<file path="config.mk">
export PLATFORM = sky130hd
export DESIGN_NAME = highscore_reader
export DESIGN_NICKNAME = d
export VERILOG_FILES = /design/src/rtl/snake_pkg.sv /design/src/rtl/bin2bcd_seq.sv /design/src/rtl/highscore_reader.sv
export SDC_FILE = /design/constraint.sdc
export NUM_CORES = 1
export LEC_CHECK = 0
export ABC_CLOCK_PERIOD_IN_PS = 4990
export BUFFER_PORTS_ARGS = -buffer_cell sky130_fd_sc_hd__buf_2
export CAP_MARGIN = 25
export CORE_MARGIN = 2
export CORE_UTILIZATION = 45
export CTS_CLUSTER_DIAMETER = 100
export DETAILED_ROUTE_END_ITERATION = 6
export PLACE_DENSITY_LB_ADDON = 0.25
export SLEW_MARGIN = 0
export SYNTH_ARGS = -nofsm -noshare
export SYNTH_HDL_FRONTEND = slang
export SYNTH_SLANG_ARGS = --single-unit
export TNS_END_PERCENT = 50
</file>
<file path="constraint.sdc">
create_clock -name clk -period 4.99 [get_ports clk]
set_clock_uncertainty 0.05 [all_clocks]
set_input_delay 0.7485 -clock clk [delete_from_list [all_inputs] [get_ports clk]]
set_output_delay 0.7485 -clock clk [all_outputs]
set_load 0.02 [all_outputs]
</file>
<file path="src/rtl/snake_pkg.sv">
// ============================================================================
// snake_pkg : constants and types shared by the high-score tracker and reader
// Revision  : 1.0
// ============================================================================
`default_nettype none

package snake_pkg;

  localparam int NUM_ENTRIES = 5;
  localparam int SCORE_W     = 8;
  localparam int DIGITS      = 3;

  localparam int RANK_W = $clog2(NUM_ENTRIES + 1);
  localparam int POS_W  = (DIGITS > 1) ? $clog2(DIGITS) : 1;

  localparam logic [3:0] BCD_BLANK = 4'hF;

  typedef enum logic [1:0] {
    IDLE    = 2'd0,
    CONVERT = 2'd1,
    EMIT    = 2'd2,
    DONE    = 2'd3
  } rd_state_e;

endpackage

`default_nettype wire

</file>
<file path="src/rtl/bin2bcd_seq.sv">
// ============================================================================
// bin2bcd_seq : sequential double-dabble, one shift per clock (BIN_W cycles)
// Revision    : 1.0
// ============================================================================
`default_nettype none

module bin2bcd_seq #(
  parameter int BIN_W = 8,
  parameter int NDIG  = 3
) (
  input  logic              clk,
  input  logic              reset,
  input  logic              load_i,
  input  logic [BIN_W-1:0]  bin_i,
  output logic              busy_o,
  output logic              done_o,
  output logic [NDIG*4-1:0] bcd_o
);

  localparam int CNT_W = $clog2(BIN_W + 1);

  logic [CNT_W-1:0]  cnt_q, cnt_d;
  logic [BIN_W-1:0]  bin_q, bin_d;
  logic [NDIG*4-1:0] bcd_q, bcd_d;
  logic [NDIG*4-1:0] bcd_adj;

  always_comb begin
    bcd_adj = bcd_q;
    for (int i = 0; i < NDIG; i++) begin
      if (bcd_q[i*4 +: 4] >= 4'd5) bcd_adj[i*4 +: 4] = bcd_q[i*4 +: 4] + 4'd3;
    end

    cnt_d = cnt_q;
    bin_d = bin_q;
    bcd_d = bcd_q;
    if (load_i) begin
      cnt_d = CNT_W'(BIN_W);
      bin_d = bin_i;
      bcd_d = '0;
    end else if (cnt_q != '0) begin
      {bcd_d, bin_d} = {bcd_adj, bin_q} << 1;
      cnt_d          = cnt_q - 1'b1;
    end
  end

  always_ff @(posedge clk) begin
    if (reset) begin
      cnt_q <= '0;
      bin_q <= '0;
      bcd_q <= '0;
    end else begin
      cnt_q <= cnt_d;
      bin_q <= bin_d;
      bcd_q <= bcd_d;
    end
  end

  // done_o flags the cycle whose closing edge performs the final shift
  assign busy_o = (cnt_q != '0);
  assign done_o = (cnt_q == CNT_W'(1));
  assign bcd_o  = bcd_q;

endmodule

`default_nettype wire

</file>
<file path="src/rtl/highscore_reader.sv">
// ============================================================================
// highscore_reader : snapshots the high-score table and streams each entry
//                    out as BCD digits, MSD first, over valid/ready.
// Option           : HIGHSCORE_READER_BLANK_EN blanks leading zeros (4'hF)
// Revision         : 1.0
// ============================================================================
`default_nettype none

module highscore_reader
  import snake_pkg::*;
(
  input  logic                           clk,
  input  logic                           reset,
  input  logic                           start,
  input  logic [NUM_ENTRIES*SCORE_W-1:0] scores_flat,
  output logic                           digit_valid,
  input  logic                           digit_ready,
  output logic [RANK_W-1:0]              digit_rank,
  output logic [POS_W-1:0]               digit_pos,
  output logic [3:0]                     digit_val,
  output logic                           busy,
  output logic                           done
);

  localparam int                IDX_W     = (NUM_ENTRIES > 1) ? $clog2(NUM_ENTRIES) : 1;
  localparam logic [RANK_W-1:0] LAST_RANK = RANK_W'(NUM_ENTRIES);
  localparam logic [POS_W-1:0]  MSD_POS   = POS_W'(DIGITS - 1);

  rd_state_e          state_q, state_d;
  logic [RANK_W-1:0]  rank_q, rank_d;
  logic [POS_W-1:0]   pos_q, pos_d;
  logic [SCORE_W-1:0] snap_q [NUM_ENTRIES];
  logic [SCORE_W-1:0] snap_d [NUM_ENTRIES];

  logic [IDX_W-1:0]    next_idx;
  logic                conv_load, conv_busy, conv_done;
  logic [SCORE_W-1:0]  conv_bin;
  logic [DIGITS*4-1:0] conv_bcd;
  logic [3:0]          raw_digit, cur_digit;

  // rank_q is 1-based, so it is also the 0-based index of the following entry
  assign next_idx = (rank_q < LAST_RANK) ? IDX_W'(rank_q) : '0;

  always_comb begin
    state_d   = state_q;
    rank_d    = rank_q;
    pos_d     = pos_q;
    snap_d    = snap_q;
    conv_load = 1'b0;
    conv_bin  = snap_q[next_idx];

    case (state_q)
      IDLE: begin
        if (start) begin
          for (int i = 0; i < NUM_ENTRIES; i++) snap_d[i] = scores_flat[i*SCORE_W +: SCORE_W];
          conv_load = 1'b1;
          conv_bin  = scores_flat[SCORE_W-1:0];
          rank_d    = RANK_W'(1);
          pos_d     = '0;
          state_d   = CONVERT;
        end
      end
      CONVERT: begin
        if (conv_busy && conv_done) begin
          pos_d   = MSD_POS;
          state_d = EMIT;
        end
      end
      EMIT: begin
        if (digit_ready) begin
          if (pos_q != '0) begin
            pos_d = pos_q - 1'b1;
          end else if (rank_q < LAST_RANK) begin
            conv_load = 1'b1;
            rank_d    = rank_q + 1'b1;
            state_d   = CONVERT;
          end else begin
            state_d = DONE;
          end
        end
      end
      DONE: begin
        rank_d  = '0;
        pos_d   = '0;
        state_d = IDLE;
      end
      default: state_d = IDLE;
    endcase
  end

  always_ff @(posedge clk) begin
    if (reset) begin
      state_q <= IDLE;
      rank_q  <= '0;
      pos_q   <= '0;
      for (int i = 0; i < NUM_ENTRIES; i++) snap_q[i] <= '0;
    end else begin
      state_q <= state_d;
      rank_q  <= rank_d;
      pos_q   <= pos_d;
      snap_q  <= snap_d;
    end
  end

  bin2bcd_seq #(
    .BIN_W (SCORE_W),
    .NDIG  (DIGITS)
  ) u_bin2bcd (
    .clk    (clk),
    .reset  (reset),
    .load_i (conv_load),
    .bin_i  (conv_bin),
    .busy_o (conv_busy),
    .done_o (conv_done),
    .bcd_o  (conv_bcd)
  );

  assign raw_digit = 4'(conv_bcd >> {pos_q, 2'b00});

`ifdef HIGHSCORE_READER_BLANK_EN
  logic upper_zero;
  // a digit is leading when it and every more-significant digit are zero
  assign upper_zero = ((conv_bcd >> {pos_q, 2'b00}) == '0);
  assign cur_digit  = ((pos_q != '0) && upper_zero) ? BCD_BLANK : raw_digit;
`else
  assign cur_digit  = raw_digit;
`endif

  assign digit_valid = (state_q == EMIT);
  assign busy        = (state_q != IDLE);
  assign done        = (state_q == DONE);
  assign digit_rank  = rank_q;
  assign digit_pos   = pos_q;
  assign digit_val   = digit_valid ? cur_digit : 4'h0;

endmodule

`default_nettype wire

</file>
==> impl_metrics.py <==
metrics = {
    "die": {
        "rows": 32,
        "dieArea_um2": 8840,
        "ios": 56,
        "start_util_pct": 46.7,
        "die_h_um": 94.0,
        "fp.coreArea_um2": 7810,
        "die_width_um": 94.0,
    },
    "global_routing": {
        "antenna_found_initial": 0,
        "grt_pass1_vias": 3045,
        "overflow": 0,
        "grt_start_max_net_pins": 59,
        "grt_usage_pct": 20.2,
        "grt_pass1_wl_um": 14100,
    },
    "status": {
        "status": "finished clean",
    },
    "finish": {
        "finalNonFillerCells": 616,
        "n_antenna_cell": 0,
        "synthToLayoutAreaGrowth_pct": 13.8,
        "fin_util_pct": 53.2,
        "multi_input_area_um2": 2010,
        "nNetsFinal": 569,
        "nFillCells": 760,
        "layout-drive-gt1-share_pct": 16.1,
        "register_area_um2": 1420,
    },
    "timing": {
        "fmax_mhz": 405,
        "fin_crit_ns": 2.47,
        "period_share_pct": 49.4,
        "relSlewSlack_pct": 36.4,
        "setup_tns_ns": 0,
        "worst_hold_slack_ns": 0.404,
        "hold_viol_final": 0,
        "finalSetupViolations": 0,
        "rsz0062_at_grt": "false",
        "tightest_slew_ns": 0.953,
        "drv_slew": 0,
    },
    "worst_setup_path": {
        "critical_path_arrival_ns": 1.67,
        "path_max_fanout": 11,
        "r2r_start": "u_bin2bcd.cnt_q[0]$_SDFFE_PP0P_",
        "timing.rr.end": "u_bin2bcd.bin_q[3]$_SDFFE_PP0P_",
        "crit_type": "reg2out",
        "cp-end-kind": "output port",
        "reg2reg_depth": 6,
        "required_ns": 4.19,
        "critPathLaunchType": "flop",
        "rrSetupSlack_ns": 2.70,
    },
    "min_path": {
        "worstHoldEndpoint": "snap_q[2]$_SDFFE_PP0P_",
        "hold_class": "reg2reg",
        "min_path_cells": 2,
        "hp-start": "snap_q[2]$_SDFFE_PP0P_",
    },
    "yosys": {
        "synth-main-ff-cell": "dfxtp_1",
        "synth-edff-count": 0,
        "synthDistinctLibCells": 47,
        "synth.avg_cell_area_um2": 7.75,
        "seq_area_frac_synth_pct": 39.0,
        "async_flop_share_pct": 0,
        "ys_seq_elements": 71,
        "syn_inst": 471,
        "netlist_area_um2": 3650,
        "yosys_warnings": 0,
        "synth_nets": 530,
    },
    "power": {
        "ir_worst_vdd_mv": 0.200,
        "p_leak_nw": 1.63,
        "powerDensity_nw_per_um2": 520,
    },
    "clocking": {
        "cts_tree": "yes",
        "cts_setup_buffers": 0,
        "cts.repair.resized": 0,
        "root_buffer": "clkbuf_8",
        "h-tree-depth": 3,
        "clk_pin_slew_worst_paths_ns": 0.07,
        "clk-insertion-delay-late_ns": 0.34,
        "numCtsBuffers": 9,
        "cts.path.max_buffers": 2,
        "clock_sink_count": 71,
        "hold_buffers": 0,
    },
    "detailed_routing": {
        "drc": 0,
        "drt_wl_total_um": 8500,
        "via_per_inst": 5.30,
        "drt_iter0_markers": 164,
        "dr.pass1.iters": 5,
        "ant_nets": 0,
        "via_count": 3265,
        "wl_per_cell_um": 13.8,
    },
    "place": {
        "place_congestion": 0.765,
        "dp_hpwl_um": 5790,
        "place_inst": 601,
        "io_buffers": 55,
    },
    "job": {
        "maxCapViolCount": 0,
    },
}
how the worst max path moves through the flow:
stage / from / endpoint / slack, ns / cells after the start
after floorplan: state_q[0]$_SDFFE_PP0P_ / digit_val[0] / 2.81 / 5
after global placement: start / u_bin2bcd.cnt_q[1]$_SDFFE_PP0P_ / 2.61 / 6
after detailed placement: start / u_bin2bcd.cnt_q[1]$_SDFFE_PP0P_ / 2.51 / 6
after CTS: state_q[0]$_SDFFE_PP0P_ / digit_val[0] / 2.54 / 5
after global routing: state_q[0]$_SDFFE_PP0P_ / digit_val[2] / 2.40 / 5
final: state_q[0]$_SDFFE_PP0P_ / digit_val[1] / 2.52 / 5
per-layer routing:
metal | part of all wire (%) | wire length [µm] | vias to the layer above | track usage, %
li1 | - | - | 1687 | -
met1 | 45 | 3830 | 1497 | 26.3
met2 | 49 | 4170 | 73 | 33.8
met3 | 4.5 | 385 | 8 | 2.65
met4 | 1.2 | 105 | 0 | 7.97
met5 | 0 | 0 | - | 0
final cells by class:
| cell class | count | share of cell area, % |
|---|---|---|
| inverter | 17 | 1.54 |
| timing repair buffer | 58 | 7.17 |
| sequential | 71 | 34.2 |
| clock buffer | 12 | 3.98 |
| clock inverter | 3 | 1.57 |
| tap | 102 | 3.07 |
| multi-input combinational | 353 | 48.4 |
stage by stage:
| step | area (µm²) | total power [mW] | setup slack, ns |
|---|---|---|---|
| floorplan | 3650 | 1.45 | 2.81 |
| global placement | 3920 | 1.62 | 2.61 |
| detailed placement | 3920 | 1.63 | 2.51 |
| CTS | 4150 | 2.16 | 2.54 |
| global route | 4150 | 2.32 | 2.40 |
| finish | 4150 | 2.16 | 2.52 |
cells by family (layout without fill, tap and decap cells):
kind of cell | Yosys count | count (layout) | share of synthesized area (%)
AND/OR/NAND/NOR | 190 | 190 | 23.5
AO/OA/AOI/OAI | 126 | 126 | 20.5
flip-flops | 71 | 71 | 39.0
buffers and inverters | 47 | 90 | 5.93
multiplexers | 17 | 17 | 4.73
adder cells (fa/ha/maj) | 15 | 15 | 5.14
XOR/XNOR | 5 | 5 | 1.20
registers in the layout, summed over array words and instances (netlist names):
register and cells:
digit_pos 2, digit_rank 3, snap_q 40, state_q 2
u_bin2bcd.bcd_o 12, u_bin2bcd.bin_q 8, u_bin2bcd.cnt_q 4
synthesized netlist by cell type, types with 2 or more instances:
library cell | n | area share (%)
nand3_1 | 9 | 1.2
o22ai_1 | 2 | 0.34
buf_1 | 3 | 0.31
ha_1 | 15 | 5.1
inv_1 | 17 | 1.7
o21ai_1 | 5 | 0.69
buf_4 | 5 | 1.0
nor2_1 | 31 | 3.2
nor3b_1 | 2 | 0.41
nor2b_1 | 3 | 0.51
xnor2_1 | 5 | 1.2
o21ai_0 | 12 | 1.6
a31oi_1 | 6 | 1.0
and2_1 | 2 | 0.34
dfxtp_1 | 71 | 39
mux2i_1 | 15 | 4.1
clkbuf_1 | 11 | 1.1
or3_1 | 3 | 0.51
a211oi_1 | 6 | 1.2
a221oi_1 | 3 | 0.72
a21oi_1 | 73 | 10
nand2_1 | 109 | 11
buf_2 | 10 | 1.4
nor3_1 | 8 | 1.1
o221ai_1 | 5 | 1.2
a311o_1 | 4 | 1.1
nand2b_1 | 16 | 2.7
cell usage in the layout, fill, tap and decap left out, types with 3 or more instances in the layout:
cell	Yosys	routed
nor2b_1	3	3
a221oi_1	3	3
inv_1	17	17
mux2i_1	15	15
ha_1	15	15
a311o_1	4	4
nor3_1	8	8
nand3_1	9	9
a31oi_1	6	6
o221ai_1	5	5
a211oi_1	6	6
o21ai_0	12	12
o21ai_1	5	5
nand2_1	109	109
nor2_1	31	31
dfxtp_1	71	71
buf_2	10	55
xnor2_1	5	5
buf_4	5	3
clkbuf_8	0	12
nand2b_1	16	16
a21oi_1	73	73
or3_1	3	3
critical path, stage by stage, from the launching register on:
cell     delay [ns]
dfxtp_1        0.33
inv_1          0.12
ha_1           0.33
inv_1          0.24
nor2_1         0.14
buf_2          0.17
power by group:
group	total [mW]	switching (mW)	internal (mW)
Combinational	0.830	0.515	0.315
Clock	0.530	0.211	0.319
Sequential	0.797	0.113	0.683
Total	2.16	0.839	1.32
Note: power is estimated with default switching activity, not from simulation.
